$ cat config.mk
export PLATFORM = sky130hd
export DESIGN_NAME = imem_loader_flat
export DESIGN_NICKNAME = d
export VERILOG_FILES = /design/src/rtl/imem_pkg.sv /design/src/rtl/imem_loader_if.sv /design/src/rtl/imem_byte_packer.sv /design/src/rtl/imem_loader.sv /design/src/flat_wrapper.sv
export SDC_FILE = /design/constraint.sdc
export NUM_CORES = 1
export LEC_CHECK = 0
export ABC_AREA = 1
export CORE_AREA = 2 2 164 102
export DETAILED_ROUTE_END_ITERATION = 10
export DIE_AREA = 0 0 166 104
export SYNTH_ARGS = -nofsm -noshare
export SYNTH_HDL_FRONTEND = slang
export SYNTH_HIERARCHICAL = 1
export SYNTH_SLANG_ARGS = --single-unit
$ cat constraint.sdc
create_clock -name clk -period 2.1 [get_ports clk]
set_input_delay 0.21 -clock clk [delete_from_list [all_inputs] [get_ports clk]]
set_output_delay 0.21 -clock clk [all_outputs]
set_load 0.01 [all_outputs]
$ cat src/rtl/imem_pkg.sv
// Shared definitions for the instruction-memory loader: geometry of the
// 256 x 32-bit instruction memory and the loader FSM state encoding.
package imem_pkg;

    localparam int IMEM_ADDR_W = 8;
    localparam int IMEM_DATA_W = 32;
    localparam int IMEM_DEPTH  = 1 << IMEM_ADDR_W;
    localparam int IMEM_BPW    = IMEM_DATA_W / 8;

    typedef enum logic [1:0] {
        IDLE  = 2'd0,
        LOAD  = 2'd1,
        WRITE = 2'd2,
        DONE  = 2'd3
    } state_t;

endpackage

$ cat src/rtl/imem_loader_if.sv
// Byte stream (valid/ready) plus instruction-memory port bundle.
// "master" is the environment side (byte source, core PC, memory);
// "slave" is the loader.
interface imem_loader_if
    import imem_pkg::*;
#(
    parameter int ADDR_W = IMEM_ADDR_W,
    parameter int DATA_W = IMEM_DATA_W
) ();

    logic              in_valid;
    logic [7:0]        in_data;
    logic              in_ready;
    logic [ADDR_W-1:0] fetch_addr;
    logic [ADDR_W-1:0] imem_a;
    logic              mem_we;
    logic [DATA_W-1:0] mem_wdata;

    modport master (
        output in_valid,
        output in_data,
        output fetch_addr,
        input  in_ready,
        input  imem_a,
        input  mem_we,
        input  mem_wdata
    );

    modport slave (
        input  in_valid,
        input  in_data,
        input  fetch_addr,
        output in_ready,
        output imem_a,
        output mem_we,
        output mem_wdata
    );

endinterface

$ cat src/rtl/imem_byte_packer.sv
// Little-endian byte-to-word assembler. Byte k of a word lands in bits
// [8k+7:8k]. The "word" output already includes the byte being accepted
// this cycle, so the caller can capture a complete word on the same edge
// that accepts its last byte.
module imem_byte_packer
    import imem_pkg::*;
#(
    parameter int DATA_W = IMEM_DATA_W
) (
    input  logic              clk,
    input  logic              rst_n,
    input  logic              clear,
    input  logic              byte_valid,
    input  logic [7:0]        byte_data,
    output logic              word_complete,
    output logic [DATA_W-1:0] word
);

    localparam int BPW   = DATA_W / 8;
    localparam int CNT_W = (BPW > 1) ? $clog2(BPW) : 1;

    logic [CNT_W-1:0]  byte_cnt_reg;
    logic [CNT_W-1:0]  byte_cnt_next;
    logic [DATA_W-1:0] shift_reg;
    logic [DATA_W-1:0] shift_next;

    // Each byte lane takes the incoming byte only when the counter points at it.
    for (genvar gi = 0; gi < BPW; gi++) begin : g_lane
        assign word[8*gi +: 8] = (byte_valid && (byte_cnt_reg == CNT_W'(gi)))
                                 ? byte_data : shift_reg[8*gi +: 8];
    end

    assign word_complete = byte_valid && (byte_cnt_reg == CNT_W'(BPW - 1));

    // Next counter/lane contents: clear drops any partial word.
    always_comb begin
        byte_cnt_next = byte_cnt_reg;
        shift_next    = shift_reg;
        if (clear) begin
            byte_cnt_next = '0;
            shift_next    = '0;
        end else if (word_complete) begin
            byte_cnt_next = '0;
            shift_next    = '0;
        end else if (byte_valid) begin
            byte_cnt_next = byte_cnt_reg + CNT_W'(1);
            shift_next    = word;
        end
    end

    // Counter and partial-word registers.
    always_ff @(posedge clk or negedge rst_n) begin
        if (!rst_n) begin
            byte_cnt_reg <= '0;
            shift_reg    <= '0;
        end else begin
            byte_cnt_reg <= byte_cnt_next;
            shift_reg    <= shift_next;
        end
    end

endmodule

$ cat src/rtl/imem_loader.sv
// Instruction-memory loader: takes a byte stream, packs it into words and
// writes them to consecutive addresses from 0 while holding the core in
// reset. When idle, the core PC owns the memory address.
module imem_loader
    import imem_pkg::*;
#(
    parameter int ADDR_W = IMEM_ADDR_W,
    parameter int DATA_W = IMEM_DATA_W
) (
    input  logic          clk,
    input  logic          rst_n,
    input  logic          start,
    input  logic [ADDR_W:0] len,
    input  logic          abort,
    output logic          cpu_hold,
    output logic          busy,
    output logic          done,
    output logic          err,
    imem_loader_if.slave  bus
);

    // Largest legal word count (full memory depth), sized like len.
    localparam logic [ADDR_W:0] DEPTH_L = {1'b1, {ADDR_W{1'b0}}};

    state_t            state_reg;
    state_t            state_next;
    logic [ADDR_W-1:0] word_addr_reg;
    logic [ADDR_W-1:0] word_addr_next;
    logic [ADDR_W:0]   words_left_reg;
    logic [ADDR_W:0]   words_left_next;
    logic [DATA_W-1:0] wdata_reg;
    logic [DATA_W-1:0] wdata_next;
    logic              err_reg;
    logic              err_next;

    logic              xfer;
    logic              word_complete;
    logic [DATA_W-1:0] packed_word;
    logic              len_ok;
    logic              last_word;

    assign len_ok    = (len != '0) && (len <= DEPTH_L);
    assign last_word = (words_left_reg == (ADDR_W+1)'(1));

    assign bus.in_ready  = (state_reg == LOAD);
    assign xfer          = bus.in_valid && bus.in_ready;
    assign busy          = (state_reg == LOAD) || (state_reg == WRITE);
    assign cpu_hold      = busy;
    assign done          = (state_reg == DONE);
    assign err           = err_reg;
    assign bus.mem_we    = (state_reg == WRITE);
    assign bus.mem_wdata = wdata_reg;
    assign bus.imem_a    = busy ? word_addr_reg : bus.fetch_addr;

    // Packer is held clear while idle so every load starts on byte 0.
    imem_byte_packer #(
        .DATA_W (DATA_W)
    ) u_packer (
        .clk           (clk),
        .rst_n         (rst_n),
        .clear         (state_reg == IDLE),
        .byte_valid    (xfer),
        .byte_data     (bus.in_data),
        .word_complete (word_complete),
        .word          (packed_word)
    );

    // Next-state and datapath updates; abort takes priority over start.
    always_comb begin
        state_next      = state_reg;
        word_addr_next  = word_addr_reg;
        words_left_next = words_left_reg;
        wdata_next      = wdata_reg;
        err_next        = 1'b0;

        case (state_reg)
            IDLE: begin
                if (start && !abort) begin
                    if (len_ok) begin
                        state_next      = LOAD;
                        words_left_next = len;
                        word_addr_next  = '0;
                    end else begin
                        err_next = 1'b1;
                    end
                end
            end
            LOAD: begin
                if (abort) begin
                    state_next = IDLE;
                    err_next   = 1'b1;
                end else begin
                    if (start) begin
                        err_next = 1'b1;
                    end
                    if (word_complete) begin
                        wdata_next = packed_word;
                        state_next = WRITE;
                    end
                end
            end
            WRITE: begin
                // The write itself happens this cycle regardless of abort.
                words_left_next = words_left_reg - (ADDR_W+1)'(1);
                if (last_word) begin
                    state_next = DONE;
                end else begin
                    state_next     = LOAD;
                    word_addr_next = word_addr_reg + ADDR_W'(1);
                end
                if (start) begin
                    err_next = 1'b1;
                end
                if (abort) begin
                    state_next = IDLE;
                    err_next   = 1'b1;
                end
            end
            DONE: begin
                state_next = IDLE;
                if (start) begin
                    err_next = 1'b1;
                end
            end
            default: begin
                state_next = IDLE;
            end
        endcase

        // The address counter never carries over past the end of a load.
        if (state_next == IDLE) begin
            word_addr_next = '0;
        end
    end

    // State and datapath registers.
    always_ff @(posedge clk or negedge rst_n) begin
        if (!rst_n) begin
            state_reg      <= IDLE;
            word_addr_reg  <= '0;
            words_left_reg <= '0;
            wdata_reg      <= '0;
            err_reg        <= 1'b0;
        end else begin
            state_reg      <= state_next;
            word_addr_reg  <= word_addr_next;
            words_left_reg <= words_left_next;
            wdata_reg      <= wdata_next;
            err_reg        <= err_next;
        end
    end

endmodule

$ cat src/flat_wrapper.sv
// flat-port wrapper written by rule: the top's interface ports become plain ports
module imem_loader_flat import imem_pkg::*;
#(
    parameter int ADDR_W = IMEM_ADDR_W,
    parameter int DATA_W = IMEM_DATA_W
)
  (clk, rst_n, start, len, abort, cpu_hold, busy, done, err, bus_in_valid, bus_in_data, bus_fetch_addr, bus_in_ready, bus_imem_a, bus_mem_we, bus_mem_wdata);
  imem_loader_if #(.ADDR_W(ADDR_W), .DATA_W(DATA_W)) bus_i ();
  input  logic clk;
  input  logic rst_n;
  input  logic start;
  input  logic [ADDR_W:0] len;
  input  logic abort;
  output logic cpu_hold;
  output logic busy;
  output logic done;
  output logic err;
  input wire logic [$bits(bus_i.in_valid)-1:0] bus_in_valid;
  input wire logic [$bits(bus_i.in_data)-1:0] bus_in_data;
  input wire logic [$bits(bus_i.fetch_addr)-1:0] bus_fetch_addr;
  output wire logic [$bits(bus_i.in_ready)-1:0] bus_in_ready;
  output wire logic [$bits(bus_i.imem_a)-1:0] bus_imem_a;
  output wire logic [$bits(bus_i.mem_we)-1:0] bus_mem_we;
  output wire logic [$bits(bus_i.mem_wdata)-1:0] bus_mem_wdata;
  assign bus_i.in_valid = bus_in_valid;
  assign bus_i.in_data = bus_in_data;
  assign bus_i.fetch_addr = bus_fetch_addr;
  assign bus_in_ready = bus_i.in_ready;
  assign bus_imem_a = bus_i.imem_a;
  assign bus_mem_we = bus_i.mem_we;
  assign bus_mem_wdata = bus_i.mem_wdata;
  imem_loader #(.ADDR_W(ADDR_W), .DATA_W(DATA_W)) u_core (.clk(clk), .rst_n(rst_n), .start(start), .len(len), .abort(abort), .cpu_hold(cpu_hold), .busy(busy), .done(done), .err(err), .bus(bus_i));
endmodule
## Yosys cells after proc, flatten, opt, wreduce, memory -nomap -nowiden

Index checks and enable logic that the tools add are counted.

- Bits in registers: 86
- Input bits: 30
- Output and inout bits: 46
- Logic and storage cells: 75

- Add/subtract/negate cells: 3
- Order comparisons: 1
- Eq/ne operators: 12
- Muxes and demuxes: 31
- Bitwise logic cells: 1
- Reduce and logical (&&, ||, !) cells: 20

Operators with widths:

| cell | count |
|---|---|
| $mux W32 | 3 |
| $mux W8 | 9 |
| $mux W2 | 9 |
| $mux W9 | 2 |
| $pmux W9 S2 | 1 |
| $pmux W8 S2 | 1 |
| $eq A9 B1 Y1 const B | 1 |
| $le A9 B9 Y1 const B | 1 |
| $reduce_bool A9 Y1 | 1 |
| $sub A9 B1 Y9 const B | 1 |
| $add A8 B1 Y8 const B | 1 |
| $eq A2 B2 Y1 const B | 4 |
| $pmux W2 S4 | 1 |
| $logic_and A1 B1 Y1 | 7 |
| $logic_not A2 Y1 | 3 |
| $ne A3 B1 Y1 const B | 2 |
| $reduce_and A3 Y1 | 2 |
| $reduce_bool A3 Y1 | 2 |
| $eq A2 B1 Y1 const B | 2 |
| $mux W1 | 4 |
| $ne A2 B1 Y1 const B | 2 |
| $reduce_and A4 Y1 | 1 |
| $ne A3 B3 Y1 const B | 1 |
| $pmux W1 S3 | 1 |
| 6 further kinds | 6 |

## Longest topological paths before layout

- Depth after elaboration: 9
- Gate-level depth with buffers: 15
- Gate-level depth less buffers: 14

## By module

Netlist, hierarchy kept.

Modules (own cells, without submodules):

| module | times used | cells an instance | area each (sq um) | sequential area each (sq um) |
|---|---|---|---|---|
| imem_loader | 1 | 372 | 2840.2 | 1301.2 |
| imem_byte_packer | 1 | 243 | 1788.0 | 850.8 |

## Worst setup path before layout

No wires, ideal clock.

- Kind: flip-flop to flip-flop
- Start: register u_core.state_reg[1]
- End: register u_core.word_addr_reg[0]
- Setup time: 0.063 ns
- Data arrival time: 2.039 ns
- Required time: 2.037 ns
- Setup slack: -0.002 ns
- Cell stages (with the launch flop): 16
- Buffers on the path: 1
- Clock period less this slack: 2.102 ns
- Cell sequence: dfrtp_1 inv_1 ha_1 nand2_1 inv_1 nand2_1 inv_1 buf_2 inv_1 nor2_1 inv_2 nand3_1 nand2_1 nand3_2 nand2_1 inv_1

- Cells in the longest elaborated chain, start to end: 9
- Elaborated cells between the ends (all ways): 19
- Those cells by class: eq/ne (6); mux (7); reduce/logical (6)

Ends and longest elaborated chain:

| element | RTL line | text |
|---|---|---|
| from (decl) | imem_loader.sv:25 | `state_t state_reg;` |
| from (signal assigned) | imem_loader.sv:145 | `state_reg <= state_next;` |
| $eq A2 B1 Y1 (*) | imem_loader.sv:45 | `assign bus.in_ready = (state_reg == LOAD);` |
| named net bus_in_ready | flat_wrapper.sv:21 | `output wire logic [$bits(bus_i.in_ready)-1:0] bus_in_ready;` |
| $logic_and A1 B1 Y1 (*) | imem_loader.sv:46 | `assign xfer = bus.in_valid && bus.in_ready;` |
| named net u_core.xfer | imem_loader.sv:36 | `logic xfer;` |
| $logic_and A1 B1 Y1 (*) | imem_byte_packer.sv:33 | `assign word_complete = byte_valid && (byte_cnt_reg == CNT_W'(BPW - 1));` |
| named net u_core.word_complete | imem_loader.sv:37 | `logic word_complete;` |
| $mux W2 (*) | imem_loader.sv:96 | `if (word_complete) begin` |
| $mux W2 (*) | imem_loader.sv:89 | `if (abort) begin` |
| $pmux W2 S4 (*) | imem_loader.sv:76 | `case (state_reg)` |
| $logic_not A2 Y1 (*) | imem_loader.sv:131 | `if (state_next == IDLE) begin` |
| $ne A3 B1 Y1 (no source line), or another cell as far along | -- |  |
| $reduce_and A4 Y1 (no source line) | -- |  |
| to (signal assigned) | imem_loader.sv:146 | `word_addr_reg <= word_addr_next;` |
| to (decl) | imem_loader.sv:27 | `logic [ADDR_W-1:0] word_addr_reg;` |

The timed path passes the listed nets; every way through them passes the cells marked *.
A chain may end at the register's enable or synchronous reset.

## Worst setup path after layout

- Start: register u_core.state_reg[1]
- End: output bus_imem_a[1]

- Cells in the longest elaborated chain, start to end: 3
- Elaborated cells between the ends (all ways): 4
- Those cells by class: eq/ne (2); mux (1); reduce/logical (1)

Ends and longest elaborated chain:

| element | RTL line | text |
|---|---|---|
| $eq A2 B1 Y1 or $eq A2 B2 Y1 (tied branches) | imem_loader.sv:47 | `assign busy = (state_reg == LOAD) \|\| (state_reg == WRITE);` |
| $logic_or A1 B1 Y1 (*) | imem_loader.sv:47 |  |
| $mux W8 (*) | imem_loader.sv:53 | `assign bus.imem_a = busy ? word_addr_reg : bus.fetch_addr;` |
| to (decl) | flat_wrapper.sv:22 | `output wire logic [$bits(bus_i.imem_a)-1:0] bus_imem_a;` |

Every way passes the cells marked *; elsewhere a longest branch is shown, timed or not.

==> results.md <==
- Max-slew violation count: 0
- Hold Crit Class: in -> async
- Final HPWL DP: 8570 um
- Vias in the first global route: 3690
- Slew Limit Headroom: 59.0%
- Pint: about 3300 uW
- Bufs on Longest Clock Path: 2
- Ports: 76
- Unrepaired setup endpoints after global routing: false
- Largest net degree at the start of global routing: 54
- Die X: between 150 and 200 um
- CTS tree: built
- Commonest non-fill, non-tap cells in the layout: nand2_1 (296), dfrtp_1 (86), clkdlybuf4s50_1 (66)
- Max Fanout on Critical Path: 15
- Area growth, synth to finish: 28.1%
- Switching Share: between 30% and 40%
- Share of cells above drive strength 1: under 10%
- Crit share post-route: a little over nine tenths
- Die H: roughly 100 um
- Ys flop type: dfrtp_1
- Overall Global Routing Usage: roughly 14%
- Worst Skew: between 0.005 and 0.006 ns
- Yosys cell types: 36
- Initial antenna violation count: 0
- H-tree Lvls: 3
- WP data arrival: between 1.5 and 2 ns
- Synth Instances: about 620
- Max Fclk: between 400 and 500 MHz
- Static Leak: just over 0.003 uW
- Register area share after synthesis: 46.5%
- DRC Markers: 0
- Starting Density: between 20% and 30%
- Combinational share of power: 34.9%
- Core area: roughly 16000 um2
- Share of total power in the clock network: slightly below 30%
- Worst-path clk slew: about 0.07 ns
- CP required: 1.89 ns
- Wire per inst: roughly 13 um
- Drt pass-1 iters: 5
- Routability cong.: between 0.8 and 0.9
- Number of flops mapped to enable cells by yosys: 0
- Sum Neg Setup Slack: 0 ns
- Min Tclk post-route: around 2 ns
- Reg area: 2150 um2
- Slew @ Worst Pin: between 0.6 and 0.7 ns
- Multi-input logic area: about 2100 um2
- Port bufs: 75
- VDD IR max: 0.441 mV
- Via count: between 4000 and 5000
- Ys async rst share: 100%
- Site Rows: 36
- CTS Sinks: 86
- Clk Tree Root Cell: clkbuf_16
- Final hold vios: 0
- Nets: approximately 740
- Syn Area/Cell: between 7 and 8 um2
- First-pass GRT wire length: around 20000 um
- Routed Antenna Nets: 0
- Maxcap violations: 0
- Worst-Skew Late Latency: ~0.34 ns
- Antenna diode instance count: 0
- Synthesized cell area: between 4000 and 5000 um2
- Status: finished clean
- Sequential fraction of design power: between 30% and 40%
- Grt ovf: 0
- Seq cells post-synth: 86
- Utilization after layout: 37.5%
- Critical path endpoint category: output port
- CP Launch Type: flip-flop
- Die Footprint: between 15000 and 20000 um2
- NetSw: approximately 2000 uW
- Power per cell area: 894 nW/um2
- Final setup viols: 0
- Setup CP Type: reg -> out
- Post-Syn Nets: between 600 and 700
- Vias/cell: approximately 4.5
- Fill cells: 1644
- 1st-iter DRT viols: roughly 260
- Commonest non-fill, non-tap cell in the layout: nand2_1
- Yosys warning total: 6
- TritonCTS Buffers: 9
- Post-Route WL: 12200 um
-- cells by family after synthesis --
logic type                 count (synthesis)  synth area share, %
AOI/OAI and AO/OA                         43                 5.22
xor gates and xnor gates                   3                0.568
adders and majority gates                 11                 2.97
buffers and inverters                     71                 7.57
DFF                                       86                 46.5
muxes                                      6                 1.41
and+or+nand+nor                          395                 35.8
-- power groups by stage --
stage	Combinational (uW)	Sequential, uW	Clock (uW)
final	1850	1910	1540
after CTS	1850	1910	1590
after floorplan	1280	1920	0
after global routing	2050	1930	1650
after global placement	1830	1940	0
after detailed placement	1840	1940	0
-- stage by stage --
step / cells / hold slack, ns / setup slack, ns / area (um2) / total power (uW)
2_1_floorplan: 615 / -0.0856 / 0.0678 / 4630 / 3200
3_3_place_gp: 890 / 0.192 / 0.142 / 5620 / 3770
3_5_place_dp: 890 / 0.196 / 0.121 / 5620 / 3780
4_1_cts: 908 / 0.388 / 0.0271 / 5920 / 5340
5_1_grt: 908 / 0.429 / 0.0116 / 5930 / 5640
6_report: 908 / 0.366 / 0.0855 / 5930 / 5300
-- synthesized netlist by cell type (2+ instances only) --
library cell    n  area [um2]
nand2_1       297        1110
dfrtp_1        86        2150
inv_1          39         146
nand3_1        39         195
nor2_1         29         109
o21ai_0        21         105
a21oi_1        12        60.1
ha_1           11         138
buf_2          10        50.1
nand4_1         9        56.3
nor3_1          8        40.0
buf_4           6        45.0
buf_6           5        56.3
inv_2           5        18.8
clkbuf_1        4        15.0
mux2_2          4        45.0
o21ai_2         3        26.3
a21oi_2         2        17.5
mux2i_1         2        20.0
nand2_4         2        22.5
nand3_2         2        20.0
nor2_2          2        12.5
nor2_4          2        22.5
o21ai_1         2        10.0
xor2_1          2        17.5
-- metal layers --
metal / track usage, % / up-vias / routed length, um
met1: 22.4 / 1851 / 6690
met5: 0 / - / 0
li1: - / 2089 / -
met4: 3.48 / 0 / 78
met3: 3.58 / 8 / 741
met2: 19.2 / 103 / 4680
-- path summary, 6_finish.rpt --
check | start | endpoint | slack, ns | cells past startpoint
max in group asynchronous | rst_n | u_core/word_addr_reg[2] | 1.07 | 3
min | rst_n | u_core/bus.mem_wdata[31] | 0.37 | 2
min reg2reg | u_core/bus.mem_wdata[8] | u_core/bus.mem_wdata[8] | 0.47 | 2
max reg2reg | u_core/state_reg[1] | u_core/bus.mem_wdata[14] | 0.23 | 10
min in group clk | u_core/bus.mem_wdata[8] | u_core/bus.mem_wdata[8] | 0.47 | 2
max | u_core/state_reg[1] | bus_imem_a[1] | 0.09 | 5
-- timing repair --
item,4_1_cts,5_1_grt
resized for setup,9,3
endpoints found under the hold margin,33,0
cloned,0,0
setup endpoints to repair,8,30
setup buffers,1,0
pin swaps,0,0
hold buffers,1,0
-- worst max-delay path: stages (launching register included) --
cell	delay [ns]
dfrtp_1	0.34
inv_1	0.09
ha_4	0.29
buf_12	0.13
mux2_2	0.33
dlygate4sd2_1	0.28
-- area by class of cell --
class                   count  area share, %
flip-flops and latches     86           36.3
repair buffers             95           15.5
multi-input cells         458           36.2
clock inverters             7          0.992
clock buffers               9           3.80
well taps                 209           4.41
inverters                  44           2.79
(Power assumes the default switching activity.)
